--- config.mk ---
export PLATFORM = sky130hd
export DESIGN_NAME = pll_reset_sequencer_flat
export DESIGN_NICKNAME = d
export VERILOG_FILES = /design/src/rtl/ofdm_clk_pkg.sv /design/src/rtl/pll_reset_sequencer_if.sv /design/src/rtl/sync_2ff.sv /design/src/rtl/pll_reset_sequencer.sv /design/src/flat_wrapper.sv
export SDC_FILE = /design/constraint.sdc
export NUM_CORES = 1
export LEC_CHECK = 0
export ABC_AREA = 1
export ABC_CLOCK_PERIOD_IN_PS = 3800
export CAP_MARGIN = 10
export CORE_UTILIZATION = 45
export CTS_CLUSTER_DIAMETER = 40
export DETAILED_ROUTE_END_ITERATION = 8
export PLACE_DENSITY = 0.74
export SLEW_MARGIN = 20
export SYNTH_ARGS = -nofsm -noshare
export SYNTH_HDL_FRONTEND = slang
export SYNTH_HIERARCHICAL = 1
export SYNTH_SLANG_ARGS = --single-unit
--- constraint.sdc ---
create_clock -name clk -period 3.8 [get_ports clk]
set_input_delay 0.57 -clock clk [delete_from_list [all_inputs] [get_ports clk]]
set_output_delay 0.57 -clock clk [all_outputs]
set_load 0.01 [all_outputs]
--- src/rtl/ofdm_clk_pkg.sv ---
// rtl/ofdm_clk_pkg.sv - shared state encodings and default timing for the OFDM clock/reset domain
// PLL_RETRY_LIMIT_EN adds the FAULT encoding.
package ofdm_clk_pkg;

  typedef enum logic [2:0] {
    ST_PLL_RESET = 3'd0,
    ST_WAIT_LOCK = 3'd1,
    ST_STABLE    = 3'd2,
    ST_RELEASE   = 3'd3,
    ST_RUN       = 3'd4
`ifdef PLL_RETRY_LIMIT_EN
    ,
    ST_FAULT     = 3'd5
`endif
  } seq_state_t;

  localparam int MAX_RETRIES          = 8;

  localparam int DEF_N_STAGES         = 4;
  localparam int DEF_PLL_RST_CYCLES   = 16;
  localparam int DEF_LOCK_TIMEOUT     = 1024;
  localparam int DEF_LOCK_STABLE      = 64;
  localparam int DEF_STAGE_GAP        = 8;
  localparam int DEF_CNT_W            = 16;

endpackage

--- src/rtl/pll_reset_sequencer_if.sv ---
// rtl/pll_reset_sequencer_if.sv - PLL lock/reset and datapath stage-reset signal bundle
// PLL_RETRY_LIMIT_EN adds pll_fault.
interface pll_reset_sequencer_if
  import ofdm_clk_pkg::*;
#(
  parameter int N_STAGES = DEF_N_STAGES
);

  logic                pll_locked;
  logic                pll_rst;
  logic [N_STAGES-1:0] stage_rst_n;
  logic                sys_ready;
  logic                lock_lost;
  logic                lock_lost_clr;
  logic [2:0]          state_dbg;
`ifdef PLL_RETRY_LIMIT_EN
  logic                pll_fault;
`endif

  modport master (
    input  pll_locked,
    input  lock_lost_clr,
    output pll_rst,
    output stage_rst_n,
    output sys_ready,
    output lock_lost,
`ifdef PLL_RETRY_LIMIT_EN
    output pll_fault,
`endif
    output state_dbg
  );

  modport slave (
    output pll_locked,
    output lock_lost_clr,
    input  pll_rst,
    input  stage_rst_n,
    input  sys_ready,
    input  lock_lost,
`ifdef PLL_RETRY_LIMIT_EN
    input  pll_fault,
`endif
    input  state_dbg
  );

endinterface

--- src/rtl/sync_2ff.sv ---
// rtl/sync_2ff.sv - generic two-flop synchronizer, asynchronous active-low reset to 0
module sync_2ff #(
  parameter int WIDTH = 1
) (
  input  logic             clk,
  input  logic             rst_n,
  input  logic [WIDTH-1:0] d,
  output logic [WIDTH-1:0] q
);

  logic [WIDTH-1:0] meta;

  always_ff @(posedge clk or negedge rst_n) begin
    if (!rst_n) begin
      meta <= '0;
      q    <= '0;
    end else begin
      meta <= d;
      q    <= meta;
    end
  end

endmodule

--- src/rtl/pll_reset_sequencer.sv ---
// rtl/pll_reset_sequencer.sv - PLL start-up and ordered datapath reset release with lock-loss recovery
// PLL_RETRY_LIMIT_EN enables the retry limit, FAULT state and pll_fault.
module pll_reset_sequencer
  import ofdm_clk_pkg::*;
#(
  parameter int N_STAGES       = DEF_N_STAGES,
  parameter int PLL_RST_CYCLES = DEF_PLL_RST_CYCLES,
  parameter int LOCK_TIMEOUT   = DEF_LOCK_TIMEOUT,
  parameter int LOCK_STABLE    = DEF_LOCK_STABLE,
  parameter int STAGE_GAP      = DEF_STAGE_GAP,
  parameter int CNT_W          = DEF_CNT_W
) (
  input  logic                  clk,
  input  logic                  reset_n,
  pll_reset_sequencer_if.master bus
);

  localparam int IDX_W = $clog2(N_STAGES + 1);

  localparam logic [CNT_W-1:0] C_PLL_RST = CNT_W'(PLL_RST_CYCLES - 1);
  localparam logic [CNT_W-1:0] C_TIMEOUT = CNT_W'(LOCK_TIMEOUT - 1);
  localparam logic [CNT_W-1:0] C_STABLE  = CNT_W'(LOCK_STABLE - 1);
  localparam logic [CNT_W-1:0] C_GAP     = CNT_W'(STAGE_GAP - 1);
  localparam logic [IDX_W-1:0] LAST_IDX  = IDX_W'(N_STAGES - 1);

  seq_state_t          state;
  logic [CNT_W-1:0]    cnt;
  logic [CNT_W-1:0]    cnt_sat;
  logic [IDX_W-1:0]    idx;
  logic                lock_s;
  logic                pll_rst_q;
  logic [N_STAGES-1:0] stage_q;
  logic                ready_q;
  logic                lost_q;
`ifdef PLL_RETRY_LIMIT_EN
  logic [3:0]          retry_cnt;
  logic                fault_q;
`endif

  sync_2ff #(.WIDTH(1)) u_lock_sync (
    .clk   (clk),
    .rst_n (reset_n),
    .d     (bus.pll_locked),
    .q     (lock_s)
  );

  // Holds at all-ones rather than wrapping back into a compare value.
  assign cnt_sat = (cnt == {CNT_W{1'b1}}) ? cnt : cnt + 1'b1;

  always_ff @(posedge clk or negedge reset_n) begin
    if (!reset_n) begin
      state     <= ST_PLL_RESET;
      cnt       <= '0;
      idx       <= '0;
      pll_rst_q <= 1'b1;
      stage_q   <= '0;
      ready_q   <= 1'b0;
      lost_q    <= 1'b0;
`ifdef PLL_RETRY_LIMIT_EN
      retry_cnt <= '0;
      fault_q   <= 1'b0;
`endif
    end else begin
      cnt <= cnt_sat;
      if (bus.lock_lost_clr) begin
        lost_q <= 1'b0;
      end

      case (state)
        ST_PLL_RESET: begin
          pll_rst_q <= 1'b1;
          if (cnt == C_PLL_RST) begin
            state     <= ST_WAIT_LOCK;
            cnt       <= '0;
            pll_rst_q <= 1'b0;
          end
        end

        ST_WAIT_LOCK: begin
          if (lock_s) begin
            state <= ST_STABLE;
            cnt   <= '0;
          end else if (cnt == C_TIMEOUT) begin
            cnt       <= '0;
            pll_rst_q <= 1'b1;
`ifdef PLL_RETRY_LIMIT_EN
            if (retry_cnt == 4'(MAX_RETRIES - 1)) begin
              state   <= ST_FAULT;
              fault_q <= 1'b1;
            end else begin
              state     <= ST_PLL_RESET;
              retry_cnt <= retry_cnt + 4'd1;
            end
`else
            state <= ST_PLL_RESET;
`endif
          end
        end

        ST_STABLE: begin
          if (!lock_s) begin
            state <= ST_WAIT_LOCK;
            cnt   <= '0;
          end else if (cnt == C_STABLE) begin
            state <= ST_RELEASE;
            cnt   <= '0;
            idx   <= '0;
          end
        end

        ST_RELEASE, ST_RUN: begin
          if (!lock_s) begin
            // Lock loss: slam every stage back into reset and restart the PLL.
            state     <= ST_PLL_RESET;
            cnt       <= '0;
            pll_rst_q <= 1'b1;
            stage_q   <= '0;
            ready_q   <= 1'b0;
            lost_q    <= 1'b1;
          end else if (state == ST_RELEASE && cnt == C_GAP) begin
            cnt     <= '0;
            stage_q <= stage_q | (N_STAGES'(1) << idx);
            if (idx == LAST_IDX) begin
              state   <= ST_RUN;
              ready_q <= 1'b1;
`ifdef PLL_RETRY_LIMIT_EN
              retry_cnt <= '0;
`endif
            end else begin
              idx <= idx + 1'b1;
            end
          end
        end

`ifdef PLL_RETRY_LIMIT_EN
        ST_FAULT: begin
          // Terminal until reset_n; keep the PLL and datapath held in reset.
          pll_rst_q <= 1'b1;
          stage_q   <= '0;
          ready_q   <= 1'b0;
          fault_q   <= 1'b1;
          cnt       <= '0;
        end
`endif

        default: begin
          state     <= ST_PLL_RESET;
          cnt       <= '0;
          pll_rst_q <= 1'b1;
          stage_q   <= '0;
          ready_q   <= 1'b0;
        end
      endcase
    end
  end

  assign bus.pll_rst     = pll_rst_q;
  assign bus.stage_rst_n = stage_q;
  assign bus.sys_ready   = ready_q;
  assign bus.lock_lost   = lost_q;
  assign bus.state_dbg   = state;
`ifdef PLL_RETRY_LIMIT_EN
  assign bus.pll_fault   = fault_q;
`endif

endmodule
--- src/flat_wrapper.sv ---
// flat-port wrapper written by rule: the top's interface ports become plain ports
module pll_reset_sequencer_flat import ofdm_clk_pkg::*;
#(
  parameter int N_STAGES       = DEF_N_STAGES,
  parameter int PLL_RST_CYCLES = DEF_PLL_RST_CYCLES,
  parameter int LOCK_TIMEOUT   = DEF_LOCK_TIMEOUT,
  parameter int LOCK_STABLE    = DEF_LOCK_STABLE,
  parameter int STAGE_GAP      = DEF_STAGE_GAP,
  parameter int CNT_W          = DEF_CNT_W
)
  (clk, reset_n, bus_pll_locked, bus_lock_lost_clr, bus_pll_rst, bus_stage_rst_n, bus_sys_ready, bus_lock_lost, bus_state_dbg);
  pll_reset_sequencer_if #(.N_STAGES(N_STAGES)) bus_i ();
  input  logic clk;
  input  logic reset_n;
  input wire logic [$bits(bus_i.pll_locked)-1:0] bus_pll_locked;
  input wire logic [$bits(bus_i.lock_lost_clr)-1:0] bus_lock_lost_clr;
  output wire logic [$bits(bus_i.pll_rst)-1:0] bus_pll_rst;
  output wire logic [$bits(bus_i.stage_rst_n)-1:0] bus_stage_rst_n;
  output wire logic [$bits(bus_i.sys_ready)-1:0] bus_sys_ready;
  output wire logic [$bits(bus_i.lock_lost)-1:0] bus_lock_lost;
  output wire logic [$bits(bus_i.state_dbg)-1:0] bus_state_dbg;
  assign bus_i.pll_locked = bus_pll_locked;
  assign bus_i.lock_lost_clr = bus_lock_lost_clr;
  assign bus_pll_rst = bus_i.pll_rst;
  assign bus_stage_rst_n = bus_i.stage_rst_n;
  assign bus_sys_ready = bus_i.sys_ready;
  assign bus_lock_lost = bus_i.lock_lost;
  assign bus_state_dbg = bus_i.state_dbg;
  pll_reset_sequencer #(.N_STAGES(N_STAGES), .PLL_RST_CYCLES(PLL_RST_CYCLES), .LOCK_TIMEOUT(LOCK_TIMEOUT), .LOCK_STABLE(LOCK_STABLE), .STAGE_GAP(STAGE_GAP), .CNT_W(CNT_W)) u_core (.clk(clk), .reset_n(reset_n), .bus(bus_i));
endmodule
# [Yosys cells after proc, flatten, opt, wreduce, memory -nomap -nowiden]
# Cells that the tools add are included.
[word_totals] input_bits=4 regBits=31 elab_cells=87
[op_classes] muxes=39 reduce_logical=10 shift=1 bitwise=3 eq_ne=23 add_sub_neg=2
[ops] op="two-way mux 16 bit" count=8
[ops] op="one-hot mux 16 bit (4 select lines)" count=1
[ops] op="two-way mux 3 bit" count=13
[ops] op="adder 16 x 1 -> 16 bit (second input constant)" count=1
[ops] op="== test 16 x 10 -> 1 bit (second input constant)" count=1
[ops] op="== test 16 bit (second input constant)" count=1
[ops] op="== test 16 x 3 -> 1 bit (second input constant)" count=1
[ops] op="== test 16 x 4 -> 1 bit (second input constant)" count=1
[ops] op="== test 16 x 6 -> 1 bit (second input constant)" count=1
[ops] op="!= test 3 x 2 -> 1 bit (second input constant)" count=4
[ops] op="one-hot mux 3 bit (4 select lines)" count=1
[ops] op="two-way mux 1 bit" count=10
[ops] op="!= test 2 bit (second input constant)" count=5
[ops] op="== test 3 x 2 -> 1 bit (second input constant)" count=3
[ops] op="two-way mux 4 bit" count=2
[ops] op="!= test 2 x 1 -> 1 bit (second input constant)" count=4
[ops] op="one-hot mux 4 bit (2 select lines)" count=1
[ops] op="one-hot mux 3 bit (2 select lines)" count=1
[ops] op="AND reduction 6 bit" count=1
[ops] op="AND reduction 5 bit" count=1
[ops] op="OR 4 bit" count=1
[ops] op="one-hot mux 1 bit (4 select lines)" count=1
[ops] op="AND reduction 4 bit" count=1
[ops] op="left shift 1 x 3 -> 4 bit (first input constant)" count=1
[ops] op="12 further kinds" count=13

# [Logic depth before layout (Yosys ltp)]
[depth] depth_word=5 ltp_mapped=10

# [By module]
# Netlist, hierarchy kept.
[by_module_without_submodules] module="pll_reset_sequencer" area_per_inst_um2=1829.3 seq_area_each_um2=726.9 instances=1 cells_per_inst=246
[by_module_without_submodules] module="sync_2ff" area_per_inst_um2=50.0 seq_area_each_um2=50.0 instances=1 cells_per_inst=2

# [Least setup slack after synthesis]
# Ideal clock, no wire load.
[synth_timing] path_type="register -> register" start="register u_core.cnt[0]" end="register u_core.cnt[4]" path_slack_ns=2.179 required_ns=3.666 arrival_time_ns=1.487 stages_incl_launch_ff=10 period_less_slack_ns=1.621 cell_sequence="dfrtp_1 -> ha_1 -> nand3_2 -> nor2_4 -> nand2_1 -> nand3_2 -> nand2_1 -> nor2_4 -> buf_6 -> a21oi_1"
[synth_between] elab_chain_len=5
[synth_lines] item="start: declaration" line_no="pll_reset_sequencer.sv:27" text="logic [CNT_W-1:0] cnt;"
[synth_lines] item="start signal: assignment" line_no="pll_reset_sequencer.sv:64" text="cnt <= cnt_sat;"
[synth_lines] item="adder 16 x 1 -> 16 bit (tied with other cells)" line_no="pll_reset_sequencer.sv:48" text="assign cnt_sat = (cnt == {CNT_W{1'b1}}) ? cnt : cnt + 1'b1;"
[synth_lines] item="two-way mux 16 bit / logical AND 1 bit (equally long branches)" line_no="pll_reset_sequencer.sv:48, pll_reset_sequencer.sv:120"
[synth_lines] item="two-way mux 16 bit, on equally long branches" line_no="pll_reset_sequencer.sv:120, pll_reset_sequencer.sv:83, pll_reset_sequencer.sv:104"
[synth_lines] item="two-way mux 16 bit, on equally long branches" line_no="pll_reset_sequencer.sv:112, pll_reset_sequencer.sv:80, pll_reset_sequencer.sv:101"
[synth_lines] item="one-hot mux 16 bit (4 select lines) *" line_no="pll_reset_sequencer.sv:69" text="case (state)"
# Every way passes the cells marked *; elsewhere a longest branch is shown, timed or not.
# A chain may end at the register's enable or synchronous reset.

# [Worst setup path after layout]
[layout_timing] start="register u_core.state[1] (netlist: u_core/bus.state_dbg[1])" end="output port bus_state_dbg[1]"
[layout_lines] item="start: declaration" line_no="pll_reset_sequencer.sv:26" text="seq_state_t state;"
[layout_lines] item="start signal: assignment" line_no="pll_reset_sequencer.sv:52" text="state <= ST_PLL_RESET;"
[layout_lines] item="start signal: assignment" line_no="pll_reset_sequencer.sv:73" text="state <= ST_WAIT_LOCK;"
[layout_lines] item="start signal: assignment" line_no="pll_reset_sequencer.sv:81" text="state <= ST_STABLE;"
[layout_lines] item="end: declaration" line_no="flat_wrapper.sv:21" text="output wire logic [$bits(bus_i.state_dbg)-1:0] bus_state_dbg;"
# No word-level cell between the ends.

==> impl_metrics.yaml <==
status:
  outcome: "complete, no violations"
route:
  dr.pass1.iters: 4
  post_drt_wl_per_cell_um: 11.3
  wirelength_um: 3590
  via_count: 1610
  number_of_remaining_drc_errors: 0
  viasPerCell: 5.08
  ant_nets: 0
  initialDrtViolationCount: 110
die:
  floorplan.die.width_um: 66.6
  die_y_um: 66.6
  ioPinCount: 14
  design.die.area_sq_um: 4440
  std_cell_rows: 23
  initial_core_util_pct: 47.0
  coreArea_sq_um: 4000
final_layout:
  layout_commonest_cell: "nand2_1"
  layout.cells.most_common_list: "nand2_1 (56), nor2_1 (35), inv_1 (32)"
  layout-drive-gt1-share_pct: 9.74
  n_fill_cell: 378
  final_nets: 276
  stdcell_area_sq_um: 2180
  utilization_pct: 54.4
  areaGrowthSynthToFinish_pct: 15.8
  antennaDiodeCount: 0
cts:
  clock_latency_of_the_later_clocked_register_in_the_worst_skew_pair_ns: 0.28
  clock_sinks: 31
  clkTransAtPathRegs_ns: 0.07
  clockBufferDepth: 2
  tritoncts.num_buffers: 5
  cts_root_buffer: "clkbuf_8"
  cts.repair.resized: 0
  tritoncts_clock_tree: "done"
  cts_hold_buffers: 0
  postCtsSetupRepairBufs: 0
  cts.htree.levels: 2
critical_path:
  worst_path_largest_cell_delay_ns: 0.60
  worst_setup_path_end_kind: "primary output"
  r2r_start: "u_core/cnt[0]"
  worstPathBufferInverterCount: 1
  required_ns: 3.23
  timing.setup.critical_path_class: "register to primary output"
  cpLargestDelayFamily: "buffers and inverters"
  crit_fanout: 9
  slowest_stage: "clkdlybuf4s50_1"
  critPathLaunchType: "register"
  critPathLaunch: "u_core/bus.state_dbg[1]"
  timing.critical_path.cells: "clkdlybuf4s50_1"
  worst_ep_arrival_time_ns: 1.39
logic_synthesis:
  share_of_synthesized_area_occupied_by_flip_flops_and_latches_pct: 41.3
  post_synth_and_or_nand_nor_area_fraction_pct: 34.4
  synthesis.yosys.warnings: 6
  post_synth.cell_area_avg_sq_um: 7.58
  synth_area_leaders: "dfrtp_1 (40%), nand2_1 (11%), nor2_1 (7.0%), inv_1 (6.4%), nand3_1 (5.3%)"
  syn-num-nets: 258
  largest_family_of_logic_cells_by_synthesized_area: "simple AND/OR/NAND/NOR gates"
  synth_xor_area_share_pct: 2.33
  post_synth_num_cell_types: 32
  syn-cell-area_sq_um: 1880
  synth_top_cell_by_area: "dfrtp_1"
  yosys.area_share.adder_pct: 3.99
  syn_inst: 248
  synth_seq_cells: 31
  synth.top_cell.area_share_pct: 39.9
  synth.area.mux_share_pct: 0
  synth_compound_gate_area_share_pct: 9.99
power:
  irDropWorstVdd_uv: 368
  leakage_nw: 0.997
  comb_power_share_pct: 36.7
  p_seq_share_pct: 36.4
  power_density_nw_per_um2: 562
  p_int_mw: 0.775
  swShare_pct: 36.6
  power.clock.fraction_pct: 26.9
  totalPowerFinal_mw: 1.22
  switching_power_mw: 0.447
sta:
  worstMarginPinSlew_ns: 0.400
  timing.final.setup_violations: 0
  maxClockFrequency_mhz: 509
  final.setup.tns_ns: 0
  report.final.hold_viol_count: 0
  finalClockSkew_ns: 0.00832
  max_slew_margin_pct: 73.1
  maxSlewViolCount: 0
  period_needed_ns: 1.96
  rsz_0062_raised_after_global_routing: "no"
  post-route-period-util_pct: 51.7
placed_design:
  numPortBuffers: 13
  post-dp-hpwl_um: 2680
  place_area_sq_um: 2060
  finalWeightedCongestion: 0.807
worst_hold_path:
  worstHoldPathType: "register to register"
  min_from: "u_core/u_lock_sync/meta"
global_routing:
  initial_antenna_violation_count: 0
  grtUsageTotal_pct: 18.5
  final_global_route_overflow_total: 0
  largest_net_degree_at_the_start_of_global_routing: 32
  grt_pass1_vias: 1466
  grt_pass1_wl_um: 6200
job:
  max_cap_violations: 0
-- cells in the mapped netlist, drive strengths merged --
library cell / number
dfstp: 1
or2: 1
nor4: 1
nor3b: 1
nor2: 40
nand2: 59
inv: 34
nor3: 5
buf: 2
clkbuf: 1
xor2: 4
a21boi: 5
o21ai: 15
o211ai: 1
nand3: 23
o21a: 1
xnor2: 1
nand4: 8
o22ai: 1
ha: 6
o21bai: 1
a21oi: 7
dfrtp: 30
-- cells by family after synthesis --
group                    count (synthesis)
adder cells (fa/ha/maj)                  6
XOR/XNOR                                 5
AND/OR/NAND/NOR                        138
AO/OA/AOI/OAI                           31
buffers and inverters                   37
flip-flops                              31
-- routing by layer --
layer / track usage [%] / vias up / routed length, um
li1: - / 835 / -
met1: 23.5 / 745 / 1730
met2: 30.4 / 26 / 1710
met3: 4.79 / 4 / 117
met4: 5.85 / 0 / 32
met5: 0 / - / 0
-- flip-flops by register name (all words and copies together) (netlist names) --
signal / flops
u_core/u_lock_sync/q: 1
u_core/bus.state_dbg: 3
u_core/cnt: 16
u_core/bus.sys_ready: 1
u_core/bus.lock_lost: 1
u_core/bus.pll_rst: 1
u_core/u_lock_sync/meta: 1
u_core/bus.stage_rst_n: 4
u_core/idx: 3
-- power groups by stage --
stage / combinational (mW) / clock [mW] / sequential (mW)
3_5_place_dp: 0.448 / 0 / 0.450
5_1_grt: 0.498 / 0.351 / 0.455
2_1_floorplan: 0.338 / 0 / 0.443
6_report: 0.449 / 0.329 / 0.445
3_3_place_gp: 0.445 / 0 / 0.447
4_1_cts: 0.451 / 0.341 / 0.444
-- path summary, 6_finish.rpt --
check	end	cells after the start	slack, ns
setup / recovery	bus_state_dbg[1]	1	1.84
hold / removal	u_core/u_lock_sync/q	0	0.35
setup reg to reg	u_core/cnt[8]	8	1.94
hold reg to reg	u_core/u_lock_sync/q	0	0.35
max in group asynchronous	u_core/bus.pll_rst	2	2.82
min in group asynchronous	u_core/bus.state_dbg[2]	2	0.67
-- cell type report --
cell class / count / area [sq um] / share of cell area (%)
sequential: 31 / 777 / 35.7
clock buffer: 6 / 82.6 / 3.80
tap: 50 / 62.6 / 2.88
timing repair buffer: 14 / 138 / 6.33
inverter: 34 / 128 / 5.87
clock inverter: 2 / 35.0 / 1.61
multi-input combinational: 180 / 953 / 43.8
-- stage by stage --
stage / hold slack (ns) / cells / setup WS [ns]
2_1_floorplan: 0.274 / 248 / 2.18
3_3_place_gp: 0.334 / 309 / 2.02
3_5_place_dp: 0.338 / 309 / 1.96
4_1_cts: 0.353 / 317 / 1.83
5_1_grt: 0.361 / 317 / 1.77
6_report: 0.350 / 317 / 1.84
Note: power is estimated with default switching activity, not from simulation.
